### config.mk
export PLATFORM = sky130hd
export DESIGN_NAME = tx_chunk_framer
export DESIGN_NICKNAME = d
export VERILOG_FILES = /design/src/rtl/tx_chunk_pkg.sv /design/src/rtl/tx_chunk_framer.sv
export SDC_FILE = /design/constraint.sdc
export NUM_CORES = 1
export LEC_CHECK = 0
export ABC_CLOCK_PERIOD_IN_PS = 1700
export BUFFER_PORTS_ARGS = -buffer_cell sky130_fd_sc_hd__clkbuf_2
export CORE_MARGIN = 8
export CORE_UTILIZATION = 35
export DETAILED_ROUTE_END_ITERATION = 12
export GPL_ROUTABILITY_DRIVEN = 0
export RECOVER_POWER = 100
export SYNTH_ARGS = -nofsm -noshare
export SYNTH_HDL_FRONTEND = slang
export SYNTH_SLANG_ARGS = --single-unit
### constraint.sdc
create_clock -name CLK -period 1.7 [get_ports CLK]
set_input_delay 0.51 -clock CLK [delete_from_list [all_inputs] [get_ports CLK]]
set_output_delay 0.51 -clock CLK [all_outputs]
set_load 0.02 [all_outputs]
### src/rtl/tx_chunk_pkg.sv
// Shared types and constants for the TX chunk framer.
// Latency: n/a (package only).
// Backpressure: n/a (package only).
package tx_chunk_pkg;

  // Framer FSM state encoding.
  typedef enum logic [1:0] {
    ST_IDLE = 2'd0,
    ST_SEND = 2'd1,
    ST_ACK  = 2'd2
  } state_t;

  // Chunk type byte emitted by the virtual-display producer.
  localparam logic [7:0] CHUNK_TYPE_DISPLAY = 8'h06;

  // Starting value of the XOR checksum accumulator.
  localparam logic [7:0] CSUM_SEED = 8'h00;

  // One checksum accumulation step.
  function automatic logic [7:0] csum_step(input logic [7:0] acc, input logic [7:0] b);
    return acc ^ b;
  endfunction

endpackage

### src/rtl/tx_chunk_framer.sv
// Serialises one chunk (type byte, payload bytes, optional XOR checksum) onto a UART byte stream, then pulses an ack to the producer.
// Latency: first byte one cycle after chunk_valid is seen in IDLE; one byte per accepted cycle; ack the cycle after the last byte.
// Backpressure: tx_ready low holds tx_data/tx_valid stable and stretches the frame by exactly one cycle per stalled cycle.
//
// Ports:
//   CLK, RST_N          - clock (rising edge), asynchronous active-low reset
//   chunk_valid         - producer level request, held until chunk_ack
//   chunk_type          - type byte, sent first
//   chunk_bytes         - payload, byte 0 in bits [7:0], sent after type
//   chunk_ack           - one-cycle acknowledge pulse to the producer
//   tx_data/tx_valid    - byte offered to the UART
//   tx_ready            - UART takes the byte when tx_valid && tx_ready
//   busy                - high whenever the framer is not IDLE
//
// Build option: define TX_CHUNK_CHECKSUM_EN to append the XOR checksum byte.
module tx_chunk_framer
  import tx_chunk_pkg::*;
#(
  parameter int PAYLOAD_BYTES = 2
) (
  input  logic                       CLK,
  input  logic                       RST_N,
  input  logic                       chunk_valid,
  input  logic [7:0]                 chunk_type,
  input  logic [PAYLOAD_BYTES*8-1:0] chunk_bytes,
  output logic                       chunk_ack,
  output logic [7:0]                 tx_data,
  output logic                       tx_valid,
  input  logic                       tx_ready,
  output logic                       busy
);

  localparam int IDX_W = $clog2(PAYLOAD_BYTES + 2);
`ifdef TX_CHUNK_CHECKSUM_EN
  localparam int LAST_INT = PAYLOAD_BYTES + 1;
`else
  localparam int LAST_INT = PAYLOAD_BYTES;
`endif
  localparam logic [IDX_W-1:0] LAST_IDX = IDX_W'(LAST_INT);

  state_t                     state_q, state_d;
  logic [IDX_W-1:0]           idx_q, idx_d;
  logic [7:0]                 type_q, type_d;
  logic [PAYLOAD_BYTES*8-1:0] payload_q, payload_d;
`ifdef TX_CHUNK_CHECKSUM_EN
  logic [7:0]                 csum_q, csum_d;
`endif

  logic       capture;
  logic       accept;
  logic       last_idx;
  logic [7:0] cur_byte;

  // IDLE is the only state that samples chunk_valid, so the ACK cycle can
  // never start a duplicate frame while the producer is still dropping it.
  assign capture  = (state_q == ST_IDLE) && chunk_valid;
  assign accept   = (state_q == ST_SEND) && tx_ready;
  assign last_idx = (idx_q == LAST_IDX);

  // ---------------------------------------------------------------------
  // FSM: state register
  // ---------------------------------------------------------------------
  always_ff @(posedge CLK or negedge RST_N) begin
    if (!RST_N) begin
      state_q <= ST_IDLE;
    end else begin
      state_q <= state_d;
    end
  end

  // ---------------------------------------------------------------------
  // FSM: next-state logic
  // ---------------------------------------------------------------------
  always_comb begin
    state_d = state_q;
    case (state_q)
      ST_IDLE: if (chunk_valid) state_d = ST_SEND;
      ST_SEND: if (tx_ready && last_idx) state_d = ST_ACK;
      ST_ACK:  state_d = ST_IDLE;
      default: state_d = ST_IDLE;
    endcase
  end

  // ---------------------------------------------------------------------
  // FSM: outputs, decoded from registered state and shadows only so that
  // tx_ready has no combinational path to tx_data or tx_valid.
  // ---------------------------------------------------------------------
  always_comb begin
    tx_valid  = (state_q == ST_SEND);
    chunk_ack = (state_q == ST_ACK);
    busy      = (state_q != ST_IDLE);
    tx_data   = (state_q == ST_SEND) ? cur_byte : 8'h00;
  end

  // Byte select: index 0 is the type, 1..PAYLOAD_BYTES the payload, and
  // the slot after the payload carries the running checksum when enabled.
  always_comb begin
    cur_byte = type_q;
    for (int i = 0; i < PAYLOAD_BYTES; i++) begin
      if (idx_q == IDX_W'(i + 1)) begin
        cur_byte = payload_q[8*i +: 8];
      end
    end
`ifdef TX_CHUNK_CHECKSUM_EN
    if (last_idx) begin
      cur_byte = csum_q;
    end
`endif
  end

  // ---------------------------------------------------------------------
  // Datapath: byte index and shadow registers
  // ---------------------------------------------------------------------
  always_comb begin
    idx_d     = idx_q;
    type_d    = type_q;
    payload_d = payload_q;
    if (capture) begin
      idx_d     = '0;
      type_d    = chunk_type;
      payload_d = chunk_bytes;
    end else if (accept && !last_idx) begin
      idx_d = idx_q + IDX_W'(1);
    end
  end

  always_ff @(posedge CLK or negedge RST_N) begin
    if (!RST_N) begin
      idx_q     <= '0;
      type_q    <= 8'h00;
      payload_q <= '0;
    end else begin
      idx_q     <= idx_d;
      type_q    <= type_d;
      payload_q <= payload_d;
    end
  end

`ifdef TX_CHUNK_CHECKSUM_EN
  // The accumulator folds in every accepted data byte; by the time the
  // index reaches the checksum slot it holds type ^ all payload bytes.
  always_comb begin
    csum_d = csum_q;
    if (capture) begin
      csum_d = CSUM_SEED;
    end else if (accept && !last_idx) begin
      csum_d = csum_step(csum_q, cur_byte);
    end
  end

  always_ff @(posedge CLK or negedge RST_N) begin
    if (!RST_N) begin
      csum_q <= 8'h00;
    end else begin
      csum_q <= csum_d;
    end
  end
`endif

endmodule

Word level (Yosys, flattened, before mapping)

Index checks and enable logic that the tools add are counted.

Flip-flop bits (word level): 28
Input bits: 28
Logic and storage cells: 28

$add $sub $neg: 1
Equal/unequal tests: 6
Muxes and demuxes: 8
Reduce and logical (&&, ||, !) cells: 9

Operators with widths:

| cell                  | count |
|---|---|
| $mux W8               | 3 |
| $mux W2               | 4 |
| $eq A2 B1 Y1 const B  | 2 |
| $eq A2 B2 Y1 const B  | 2 |
| $logic_and A1 B1 Y1   | 4 |
| $pmux W2 S2           | 1 |
| $reduce_bool A2 Y1    | 2 |
| $add A2 B1 Y2 const B | 1 |
| $logic_not A2 Y1      | 1 |
| $ne A2 B1 Y1 const B  | 1 |
| $ne A2 B2 Y1 const B  | 1 |
| $reduce_and A2 Y1     | 1 |
| $logic_not A1 Y1      | 1 |

Depth between registers and ports, before layout

Depth after elaboration: 5
Depth in mapped cells: 6
Mapped depth without buffers: 5

Worst setup path before layout

Ideal clock, no wire load.

Path type: register to output
Start point: register idx_q[1]
End point: output port tx_data[0]
Arrival: 1,297 ps
Data required time: 1,190 ps
Slack: -107 ps
Stages on the path, launching flop included: 7
Path buffers: 1
Cell sequence: dfrtp_1 -> inv_1 -> ha_1 -> buf_2 -> mux2_2 -> mux2i_1 -> nor2_1

Cells in the longest elaborated chain, start to end: 4

RTL lines:

| element                  | line                   | RTL |
|---|---|---|
| start: declaration       | tx_chunk_framer.sv:42  | `logic [IDX_W-1:0] idx_q, idx_d;` |
| start signal: assignment | tx_chunk_framer.sv:133 | `idx_q <= idx_d;` |
| $eq A2 B1 Y1             | tx_chunk_framer.sv:100 | `if (idx_q == IDX_W'(i + 1)) begin` |
| $mux W8                  | tx_chunk_framer.sv:100 |  |
| $mux W8 *                | tx_chunk_framer.sv:100 |  |
| $mux W8 *                | tx_chunk_framer.sv:92  | `tx_data = (state_q == ST_SEND) ? cur_byte : 8'h00;` |
| end: declaration         | tx_chunk_framer.sv:27  | `output logic [7:0] tx_data,` |

Every way passes the cells marked *; elsewhere a longest branch is shown, timed or not.

Final worst setup path

Start point: register idx_q[1]
End point: output port tx_data[6]

The elaborated chain is that of the path after synthesis.

==> results.md <==
* Status: finished with violations
* Failing checks: negative setup slack
* Endpoints failing hold at 0
* Clock buffer count from CTS at 3
* First-pass GRT wire length at around 4900 um
* VDD IR max at 995 uV
* RSZ-0062 raised after global routing: true
* Nets at about 180
* Vias/cell at around 4.7
* Reg2reg start: state_q[1]$_DFFE_PN0P_
* I/O Pins at 39
* Largest net degree at the start of global routing at 29
* Netlist cell types at 19
* CP max-delay cell: dfrtp_1
* CP max stage delay at roughly 0.38 ns
* Top cell type's share of synthesized area at approximately half
* CP cell instances: inv_1 > ha_2 > buf_6 > mux2_4 > mux2i_2 > nor2_2 > buf_6
* Die Area at about 0.0064 sq mm
* Clock Skew at roughly 0.0015 ns
* Crit end category: output pin
* Critical path data arrival time at ~1.7 ns
* Hold buffers post-CTS at 0
* Startpoint types: register
* Area Growth Syn to Fin at 33.2%
* Static Leak at just over 0.0009 uW
* Antenna Cells at 0
* Worst r2r dst: payload_q[2]$_DFFE_PN0P_
* Syn_area_per_cell at 14.3 sq um
* Congestion Overflow GR at 0
* Share of cells above drive strength 1 at slightly below 70%
* Antenna violations before repair at 0
* Clk_lat worst skew at approximately 0.27 ns
* Die Ht at between 80 and 90 um
* Commonest cells after routing, fill and taps aside: clkbuf_2 (29), dfrtp_1 (28), mux2_4 (25)
* # rows at 23
* Starting Density at 36.1%
* FF-to-FF path depth at 5
* Hold crit path type: in -> async
* Drt wl/cell at 15.6 um
* Largest cells by area after synthesis: dfrtp_1 (49%), mux2_4 (18%), mux2_2 (12%)
* Hpwl dp at approximately 2200 um
* Post-synthesis sequential area ratio at between 40% and 50%
* Cell area after layout at roughly 0.0019 sq mm
* Vias at approximately 930
* DRC violations left at 0
* Setup tns final at -5.23 ns
* First-pass DRT Iterations at 3
* Critical path class: reg -> out
* Total track usage at 9.44%
* Worst-path clk slew at 0.09 ns
* H-Tree Depth at 1
* Dpl cell area at 0.00174 sq mm
* # setup viols final at 32
* Synthesized netlist cell count at 100
* Fin crit period at between 2 and 2.5 ns
* Power per standard cell area at ~2100 mW/mm^2
* Crit Path Max Fanout at 5
* Reg2reg setup slack at -0.10 ns
* Period utilisation layout at 131%
* Worst-margin pin slew at between 0.6 and 0.7 ns
* Fin worst setup slack at -0.529 ns
* Final wirelength at 3090 um
* Clock root cell: clkbuf_8
* Leading area contributor after synthesis: dfrtp_1
* Yosys warning count at 0
* DRT antenna net count at 0
* IO buf count at 38
* Rel. slew slack at 53.6%
* Most common cell after layout, fill and taps aside: clkbuf_2
* Fmax at about 450 MHz
* Vias in the first global route at 1082
* Yosys reg bits at 28
* Core ar. at about 0.0040 sq mm
* CP required at 1.19 ns
* CTS tree: built
* Post-Layout Cell Count at 198
* Post-Syn Area at between 0.001 and 0.0015 sq mm
* Slew Viols, Final at 0
* Cell mode on critical path: buf_6
* Post-Place Cells at 193
* Max-cap violations at 0
* Synth Net Count at about 130
* Fillers at between 300 and 400
* Die span in x at 80.0 um
* Dpl ws at -0.217 ns
* Initial DRC count at 11
* Clk buf depth at 2
* Clock Sinks at 28
-- how the worst max path moves through the flow --
stage | start | endpoint | slack [ns] | depth (start not counted)
2_1_floorplan | idx_q[1]$_DFFE_PN0P_ | tx_data[0] | -0.08 | 6
3_3_place_gp | idx_q[1]$_DFFE_PN0P_ | tx_data[6] | -0.20 | 7
3_5_place_dp | idx_q[1]$_DFFE_PN0P_ | tx_data[6] | -0.22 | 7
4_1_cts | idx_q[1]$_DFFE_PN0P_ | tx_data[0] | -0.54 | 7
5_1_grt | idx_q[1]$_DFFE_PN0P_ | tx_data[6] | -0.60 | 7
6_report | idx_q[1]$_DFFE_PN0P_ | tx_data[6] | -0.53 | 7
-- through the flow --
step	hold WS (ns)	util (%)	total power [uW]
floorplan	0.214	-	2670
global placement	0.488	43.8	3150
detailed placement	0.493	43.8	3210
CTS	0.231	45.4	3620
global route	0.413	48.1	4290
finish	0.349	48.1	4030
-- cell families (layout without fill, tap and decap cells) --
kind of cell	Yosys count	in the layout	share of synthesized area, %
AND/OR/NAND/NOR	17	17	6.89
buffers and inverters	9	57	4.80
XOR/XNOR	1	1	0.611
multiplexers	40	40	35.2
flip-flops	28	28	48.9
adder cells (fa/ha/maj)	3	3	2.62
AO/OA/AOI/OAI	2	2	1.05
-- synthesized netlist by cell type --
library cell / n
nor2_1: 11
xnor2_1: 1
mux2_2: 15
dfrtp_1: 28
or2_4: 1
mux2i_1: 8
a21o_1: 1
nand2_1: 1
nor2_8: 1
and4bb_2: 1
nand2b_1: 1
ha_1: 3
mux2_4: 17
nor2b_1: 1
buf_2: 2
buf_12: 2
a211oi_1: 1
inv_1: 4
clkbuf_1: 1
-- power breakdown --
| part | internal, uW | switching [uW] |
|---|---|---|
| Clock | 159 | 195 |
| Combinational | 1440 | 1030 |
| Sequential | 1000 | 208 |
-- cell type report --
cell class | count | area, sq um | share of cell area, %
timing repair buffer | 50 | 352 | 18.4
tap | 50 | 62.6 | 3.27
inverter | 4 | 15.0 | 0.786
clock buffer | 3 | 41.3 | 2.16
sequential | 28 | 701 | 36.7
multi-input combinational | 63 | 739 | 38.7
-- timing repair --
| item | 4_1_cts | 5_1_grt |
|---|---|---|
| pin swaps | 0 | 5 |
| gates resized for setup | 4 | 49 |
| buffers inserted | 1 | 0 |
| cloned | 0 | 1 |
| endpoints found under the setup margin | 9 | 10 |
-- worst max-delay path: cells and delay by family, from the launching register on --
kind                     cells  cell delay (ns)
AND/OR/NAND/NOR              1             0.08
multiplexers                 2             0.47
buffers and inverters        3             0.33
adder cells (fa/ha/maj)      1             0.19
flip-flops                   1             0.38
-- routing by layer --
metal	GRT usage [%]	vias to the layer above	share of wire, %
li1	-	436	-
met1	12.0	462	46
met2	14.7	30	46
met3	3.94	0	7.7
met4	1.64	0	0
met5	0	-	0
-- registers in the layout (all words and copies together), names as in the netlist --
register	count
idx_q	2
type_q	8
payload_q	16
state_q	2
No activity file was read; power rests on OpenSTA's default activity.
